**config.mk**
```make
export PLATFORM = sky130hd
export DESIGN_NAME = fetch_stage
export DESIGN_NICKNAME = d
export VERILOG_FILES = /design/src/rtl/mips_pkg.sv /design/src/rtl/fetch_buffer.sv /design/src/rtl/fetch_stage.sv
export SDC_FILE = /design/constraint.sdc
export NUM_CORES = 1
export LEC_CHECK = 0
export CAP_MARGIN = 20
export CORE_MARGIN = 5
export CORE_UTILIZATION = 58
export CTS_CLUSTER_DIAMETER = 50
export DETAILED_ROUTE_END_ITERATION = 10
export PLACE_DENSITY = 0.79
export SETUP_SLACK_MARGIN = 0.02
export SYNTH_ARGS = -nofsm -noshare
export SYNTH_HDL_FRONTEND = slang
export SYNTH_HIERARCHICAL = 1
export SYNTH_SLANG_ARGS = --single-unit
```
**constraint.sdc**
```tcl
create_clock -name clk -period 11.2 [get_ports clk]
set_input_delay 1.68 -clock clk [delete_from_list [all_inputs] [get_ports clk]]
set_output_delay 1.68 -clock clk [all_outputs]
set_load 0.02 [all_outputs]
```
**src/rtl/mips_pkg.sv**
```systemverilog
// rtl/mips_pkg.sv - shared constants and types for the fetch stage
package mips_pkg;
   localparam int WORD_W = 32;
   localparam logic [WORD_W-1:0] RESET_PC_DEFAULT = 32'h0000_0000;
   localparam logic [WORD_W-1:0] NOP_INSTR = 32'h0000_0000;

   typedef struct packed {
      logic [WORD_W-1:0] pc;
      logic [WORD_W-1:0] instr;
   } fetch_entry_t;

   function automatic logic [WORD_W-1:0] word_align(input logic [WORD_W-1:0] a);
      return {a[WORD_W-1:2], 2'b00};
   endfunction
endpackage

```
**src/rtl/fetch_buffer.sv**
```systemverilog
// rtl/fetch_buffer.sv - synchronous FIFO of fetched {pc+4, instruction} entries
module fetch_buffer
   import mips_pkg::*;
#(
   parameter int DEPTH = 4
) (
   input  logic                     clk,
   input  logic                     rst,
   input  logic                     push,
   input  fetch_entry_t             push_data,
   input  logic                     pop,
   input  logic                     flush,
   output fetch_entry_t             head,
   output logic [$clog2(DEPTH):0]   count,
   output logic                     empty,
   output logic                     full
);
   localparam int AW = $clog2(DEPTH);
   localparam int CW = AW + 1;

   fetch_entry_t   mem [DEPTH];
   logic [AW-1:0]  rd_ptr;
   logic [AW-1:0]  wr_ptr;
   logic           do_push;
   logic           do_pop;

   assign empty   = (count == '0);
   assign full    = (count == CW'(DEPTH));
   assign do_pop  = pop && !empty;
   assign do_push = push && (!full || do_pop);
   assign head    = mem[rd_ptr];

   always_ff @(posedge clk) begin
      if (do_push && !rst && !flush)
         mem[wr_ptr] <= push_data;
   end

   // power-of-two depth lets the pointers wrap by plain overflow
   always_ff @(posedge clk) begin
      if (rst || flush) begin
         rd_ptr <= '0;
         wr_ptr <= '0;
         count  <= '0;
      end else begin
         if (do_push)
            wr_ptr <= wr_ptr + AW'(1);
         if (do_pop)
            rd_ptr <= rd_ptr + AW'(1);
         count <= count + CW'(do_push) - CW'(do_pop);
      end
   end
endmodule

```
**src/rtl/fetch_stage.sv**
```systemverilog
// rtl/fetch_stage.sv - instruction fetch with credit-limited requests, redirect and IF/ID register
module fetch_stage
   import mips_pkg::*;
#(
   parameter logic [31:0] RESET_PC  = RESET_PC_DEFAULT,
   parameter int          BUF_DEPTH = 4
) (
   input  logic        clk,
   input  logic        rst,
   input  logic        stall,
   input  logic        branchTaken,
   input  logic [31:0] branchTarget,
   input  logic        imemReady,
   input  logic        imemRespValid,
   input  logic [31:0] imemRespData,
   output logic        imemReqValid,
   output logic [31:0] imemAddr,
   output logic [31:0] pcOut,
   output logic [31:0] instructionOut,
   output logic        validOut
);
   localparam int CW = $clog2(BUF_DEPTH) + 1;

   logic [31:0]   fetch_pc;
   logic [CW-1:0] outstanding;
   logic [CW-1:0] outstanding_nxt;
   logic [CW-1:0] drop;
   logic [CW-1:0] live;
   logic [CW-1:0] buf_count;
   logic [CW:0]   credit_used;
   logic          accept;
   logic          resp_fire;
   logic          resp_keep;
   logic          buf_pop;
   logic          buf_empty;
   logic          buf_full;
   fetch_entry_t  buf_in;
   fetch_entry_t  buf_head;

   // buffered entries and in-flight requests share one credit pool
   assign credit_used  = {1'b0, outstanding} + {1'b0, buf_count};
   assign imemReqValid = (credit_used < (CW+1)'(BUF_DEPTH)) && !branchTaken && !rst;
   assign imemAddr     = fetch_pc;
   assign accept       = imemReqValid && imemReady;

   assign resp_fire       = imemRespValid && !rst;
   assign resp_keep       = resp_fire && (drop == '0) && !branchTaken;
   assign outstanding_nxt = outstanding + CW'(accept) - CW'(resp_fire);

   // live requests are consecutive words ending just below fetch_pc
   assign live         = outstanding - drop;
   assign buf_in.pc    = fetch_pc - 32'({live, 2'b00}) + 32'd4;
   assign buf_in.instr = imemRespData;

   assign buf_pop = !stall && !branchTaken;

   fetch_buffer #(.DEPTH(BUF_DEPTH)) u_buf (
      .clk       (clk),
      .rst       (rst),
      .push      (resp_keep),
      .push_data (buf_in),
      .pop       (buf_pop),
      .flush     (branchTaken),
      .head      (buf_head),
      .count     (buf_count),
      .empty     (buf_empty),
      .full      (buf_full)
   );

   always_ff @(posedge clk) begin
      if (rst) begin
         fetch_pc    <= word_align(RESET_PC);
         outstanding <= '0;
         drop        <= '0;
      end else begin
         outstanding <= outstanding_nxt;
         if (branchTaken) begin
            fetch_pc <= word_align(branchTarget);
            drop     <= outstanding_nxt;
         end else begin
            if (accept)
               fetch_pc <= fetch_pc + 32'd4;
            if (resp_fire && drop != '0)
               drop <= drop - CW'(1);
         end
      end
   end

   always_ff @(posedge clk) begin
      if (rst) begin
         pcOut          <= '0;
         instructionOut <= '0;
         validOut       <= 1'b0;
      end else if (branchTaken) begin
         instructionOut <= NOP_INSTR;
         validOut       <= 1'b0;
      end else if (!stall) begin
         if (!buf_empty) begin
            pcOut          <= buf_head.pc;
            instructionOut <= buf_head.instr;
            validOut       <= 1'b1;
         end else begin
            instructionOut <= NOP_INSTR;
            validOut       <= 1'b0;
         end
      end
   end

   a_no_overflow: assert property (@(posedge clk) disable iff (rst) !(resp_keep && buf_full));
endmodule

```
==> flow_results.xml <==
<?xml version="1.0" encoding="UTF-8"?>
<metrics>
  <group name="outcome">
    <metric name="run_status" unit="">finished, final reports clean</metric>
  </group>
  <group name="place">
    <metric name="pre_cts_slack" unit="ps">6180</metric>
    <metric name="placement.io_buffers" unit="">163</metric>
    <metric name="final_weighted_congestion_in_routability_driven_placement" unit="">0.817</metric>
    <metric name="place_hpwl" unit="mm">20.8</metric>
  </group>
  <group name="sta">
    <metric name="period_needed" unit="ps">4990</metric>
    <metric name="slew-limit-headroom" unit="%">33.3</metric>
    <metric name="worst_pin_slew" unit="ps">1000</metric>
    <metric name="drv_slew" unit="">0</metric>
    <metric name="finalSetupViolations" unit="">0</metric>
    <metric name="worst_path_setup_slack_after_routing" unit="ps">6210</metric>
    <metric name="clock_skew" unit="ps">16.5</metric>
    <metric name="clock.fmax" unit="GHz">0.200</metric>
    <metric name="totalNegativeSetupSlack" unit="ps">0</metric>
    <metric name="finalHoldViolCount" unit="">0</metric>
    <metric name="rsz0062_at_grt" unit="">no</metric>
    <metric name="fin_crit_sh" unit="%">44.6</metric>
  </group>
  <group name="floorplan">
    <metric name="pin_count" unit="">168</metric>
    <metric name="die_area" unit="mm2">0.0313</metric>
    <metric name="core-area" unit="mm2">0.0276</metric>
    <metric name="placementRows" unit="">61</metric>
    <metric name="chipHeight" unit="um">177</metric>
    <metric name="floorplan.initialDensity" unit="%">58.6</metric>
    <metric name="die_width" unit="um">177</metric>
  </group>
  <group name="power">
    <metric name="max-vdd-ir-drop" unit="V">0.0000993</metric>
    <metric name="p_per_area" unit="mW/mm2">168</metric>
    <metric name="cellLeakagePower" unit="nW">6.68</metric>
  </group>
  <group name="synthesis">
    <metric name="mean_syn_cell_area" unit="um2">13.5</metric>
    <metric name="ffs_w_async_s_r_synth" unit="%">0</metric>
    <metric name="synth_area" unit="mm2">0.0162</metric>
    <metric name="syn-instance-count" unit="">1200</metric>
    <metric name="synth.ff_latch_count" unit="">366</metric>
    <metric name="postSynth.topFlopCell" unit="">edfxtp_1</metric>
    <metric name="synth_sequential_area_ratio" unit="%">61.1</metric>
    <metric name="netlist_top_cells_area" unit="">edfxtp_1 (48%), dfxtp_1 (14%), mux4_2 (8.4%)</metric>
    <metric name="synth_top_cells_by_count" unit="">edfxtp_1 (256), nand2_1 (117), dfxtp_1 (110), a21oi_1 (91), nor2_1 (88)</metric>
    <metric name="yosysMostFrequentCell" unit="">edfxtp_1</metric>
    <metric name="yosysTopAreaCell" unit="">edfxtp_1</metric>
    <metric name="synth_top_area_share" unit="%">47.5</metric>
    <metric name="netlist-cell-type-count" unit="">74</metric>
    <metric name="ys.warnings.count" unit="">6</metric>
    <metric name="synth_edf_count" unit="">256</metric>
  </group>
  <group name="final_layout">
    <metric name="layout-drive-gt1-share" unit="%">12.0</metric>
    <metric name="antenna_cells" unit="">0</metric>
    <metric name="fillerInstances" unit="">1887</metric>
    <metric name="flow.area_growth_from_synthesis" unit="%">19.7</metric>
    <metric name="nets" unit="">1508</metric>
    <metric name="layout.core_utilization" unit="%">70.1</metric>
  </group>
  <group name="worst_hold_path">
    <metric name="timing.hold.worst.class" unit="">flip-flop to flip-flop</metric>
    <metric name="hold_path_depth" unit="">2</metric>
    <metric name="worst_hold_path.endpoint" unit="">pcOut[18]</metric>
    <metric name="holdCritStartpoint" unit="">pcOut[18]</metric>
  </group>
  <group name="flow_run">
    <metric name="cap_viol_max_count" unit="">0</metric>
  </group>
  <group name="setup_path">
    <metric name="worstSetupStartpointType" unit="">primary input</metric>
    <metric name="worstPathRequired" unit="ps">9520</metric>
    <metric name="worst-path-max-fanout" unit="">75</metric>
    <metric name="path_class" unit="">primary input to output port</metric>
    <metric name="worst_r2r_path_depth" unit="">15</metric>
    <metric name="reg2reg_from" unit="">outstanding[0]</metric>
    <metric name="worstPathArrival" unit="ps">3310</metric>
    <metric name="worst_setup_path_end_kind" unit="">output port</metric>
    <metric name="rr_endpoint" unit="">u_buf/mem[0][56]</metric>
    <metric name="reg2reg_setup_slack" unit="ps">7280</metric>
  </group>
  <group name="route">
    <metric name="totalWireLength" unit="mm">33.6</metric>
    <metric name="drtPass1Iterations" unit="">5</metric>
    <metric name="routedWlPerCell" unit="um">18.9</metric>
    <metric name="drt.antenna.violating_nets" unit="">0</metric>
    <metric name="via_count" unit="">10100</metric>
    <metric name="vias_per_cell" unit="">5.70</metric>
    <metric name="drt_drc_violations_left" unit="">0</metric>
    <metric name="dr.first_iter.drc_count" unit="">704</metric>
  </group>
  <group name="clock_tree">
    <metric name="cts_setup_buffers" unit="">0</metric>
    <metric name="root_buffer" unit="">clkbuf_16</metric>
    <metric name="cts.htree.levels" unit="">2</metric>
    <metric name="postCtsResizedCells" unit="">0</metric>
    <metric name="clk_pin_slew" unit="ps">60</metric>
    <metric name="cts.sinks" unit="">366</metric>
    <metric name="cts_buffer_depth" unit="">3</metric>
    <metric name="cts_made_buffers" unit="">39</metric>
    <metric name="cts.hold.buffers_added" unit="">0</metric>
    <metric name="tritoncts_clock_tree" unit="">done</metric>
    <metric name="clock_latency" unit="ps">520</metric>
  </group>
  <group name="global_route">
    <metric name="groute.usage.overall" unit="%">21.8</metric>
    <metric name="grt_pass1_vias" unit="">10300</metric>
    <metric name="antenna_found_initial" unit="">0</metric>
    <metric name="grt_start_max_net_pins" unit="">76</metric>
    <metric name="overflow" unit="">0</metric>
    <metric name="grt_first_pass_wirelength" unit="mm">54.2</metric>
  </group>
</metrics>
-- per-layer routing --
layer,GRT usage (%),part of all wire (%)
met5,0,0
met2,36.9,49
met3,3.52,6.5
met4,5.22,2.1
met1,29.9,42
-- logic make-up (layout without fill, tap and decap cells) --
group | Yosys count | after routing | synth area share [%]
AOI/OAI and AO/OA | 227 | 227 | 8.89
other | 1 | 10 | 0.0232
muxes | 70 | 70 | 9.38
xor gates and xnor gates | 45 | 45 | 2.44
and+or+nand+nor | 297 | 297 | 8.59
DFF | 366 | 366 | 61.1
adders and majority gates | 74 | 74 | 5.91
buffers and inverters | 120 | 306 | 3.66
-- layout by cell type, fill, tap and decap left out, types with 31 or more instances in the layout --
master,Yosys,final
edfxtp_1,256,256
clkdlybuf4s50_1,0,161
nand2_1,117,117
dfxtp_1,110,108
a21oi_1,91,91
nor2_1,88,87
ha_1,70,70
mux4_2,60,60
inv_1,57,57
clkbuf_16,0,40
xnor2_1,33,33
a22oi_1,32,32
o21ai_0,31,31
-- registers in the layout, indices dropped and copies added, names as in the netlist, named ones only --
signal / flops
outstanding: 3
validOut: 1
drop: 3
u_buf/count: 3
imemAddr: 30
u_buf/rd_ptr: 2
u_buf/mem: 256
instructionOut: 32
u_buf/wr_ptr: 2
pcOut: 32
-- area by class of cell --
cell class	instances	area [um2]	area share, %
Multi-Input combinational cell	723	5750	29.7
Inverter	58	220	1.14
Tap cell	378	473	2.44
Clock buffer	52	1130	5.81
Clock inverter	20	176	0.911
Timing Repair Buffer	176	1740	8.98
Sequential cell	366	9890	51.1
-- critical path, cell delays in order --
cell and delay, ps:
buf_2 100, buf_4 350, nor4_2 380, and3_1 190, clkdlybuf4s50_1 600
-- how the worst max path moves through the flow --
stage | startpoint | to | slack, ps | depth (start not counted)
after floorplan | branchTaken | u_buf/mem[0][0] | 6320 | 6
after global placement | rst | imemReqValid | 6190 | 5
after detailed placement | rst | imemReqValid | 6180 | 5
after CTS | rst | imemReqValid | 6170 | 5
after global routing | rst | imemReqValid | 6050 | 5
final | rst | imemReqValid | 6210 | 5
-- where the power goes --
group	switching, W	leakage, nW	internal [W]
Sequential	0.0000213	3.19	0.00153
Combinational	0.000260	2.85	0.000175
Clock	0.000515	0.637	0.000758
-- through the flow --
stage / instance area [um2] / hold slack (ps) / cells / total power, W
after floorplan: 16200 / 468 / 1209 / 0.00188
after detailed placement: 18000 / 446 / 1700 / 0.00202
after global routing: 19400 / 473 / 1773 / 0.00341
after global placement: 18000 / 442 / 1700 / 0.00200
final: 19400 / 452 / 1773 / 0.00326
after CTS: 19300 / 455 / 1772 / 0.00329
Note: power is estimated with default switching activity, not from simulation.
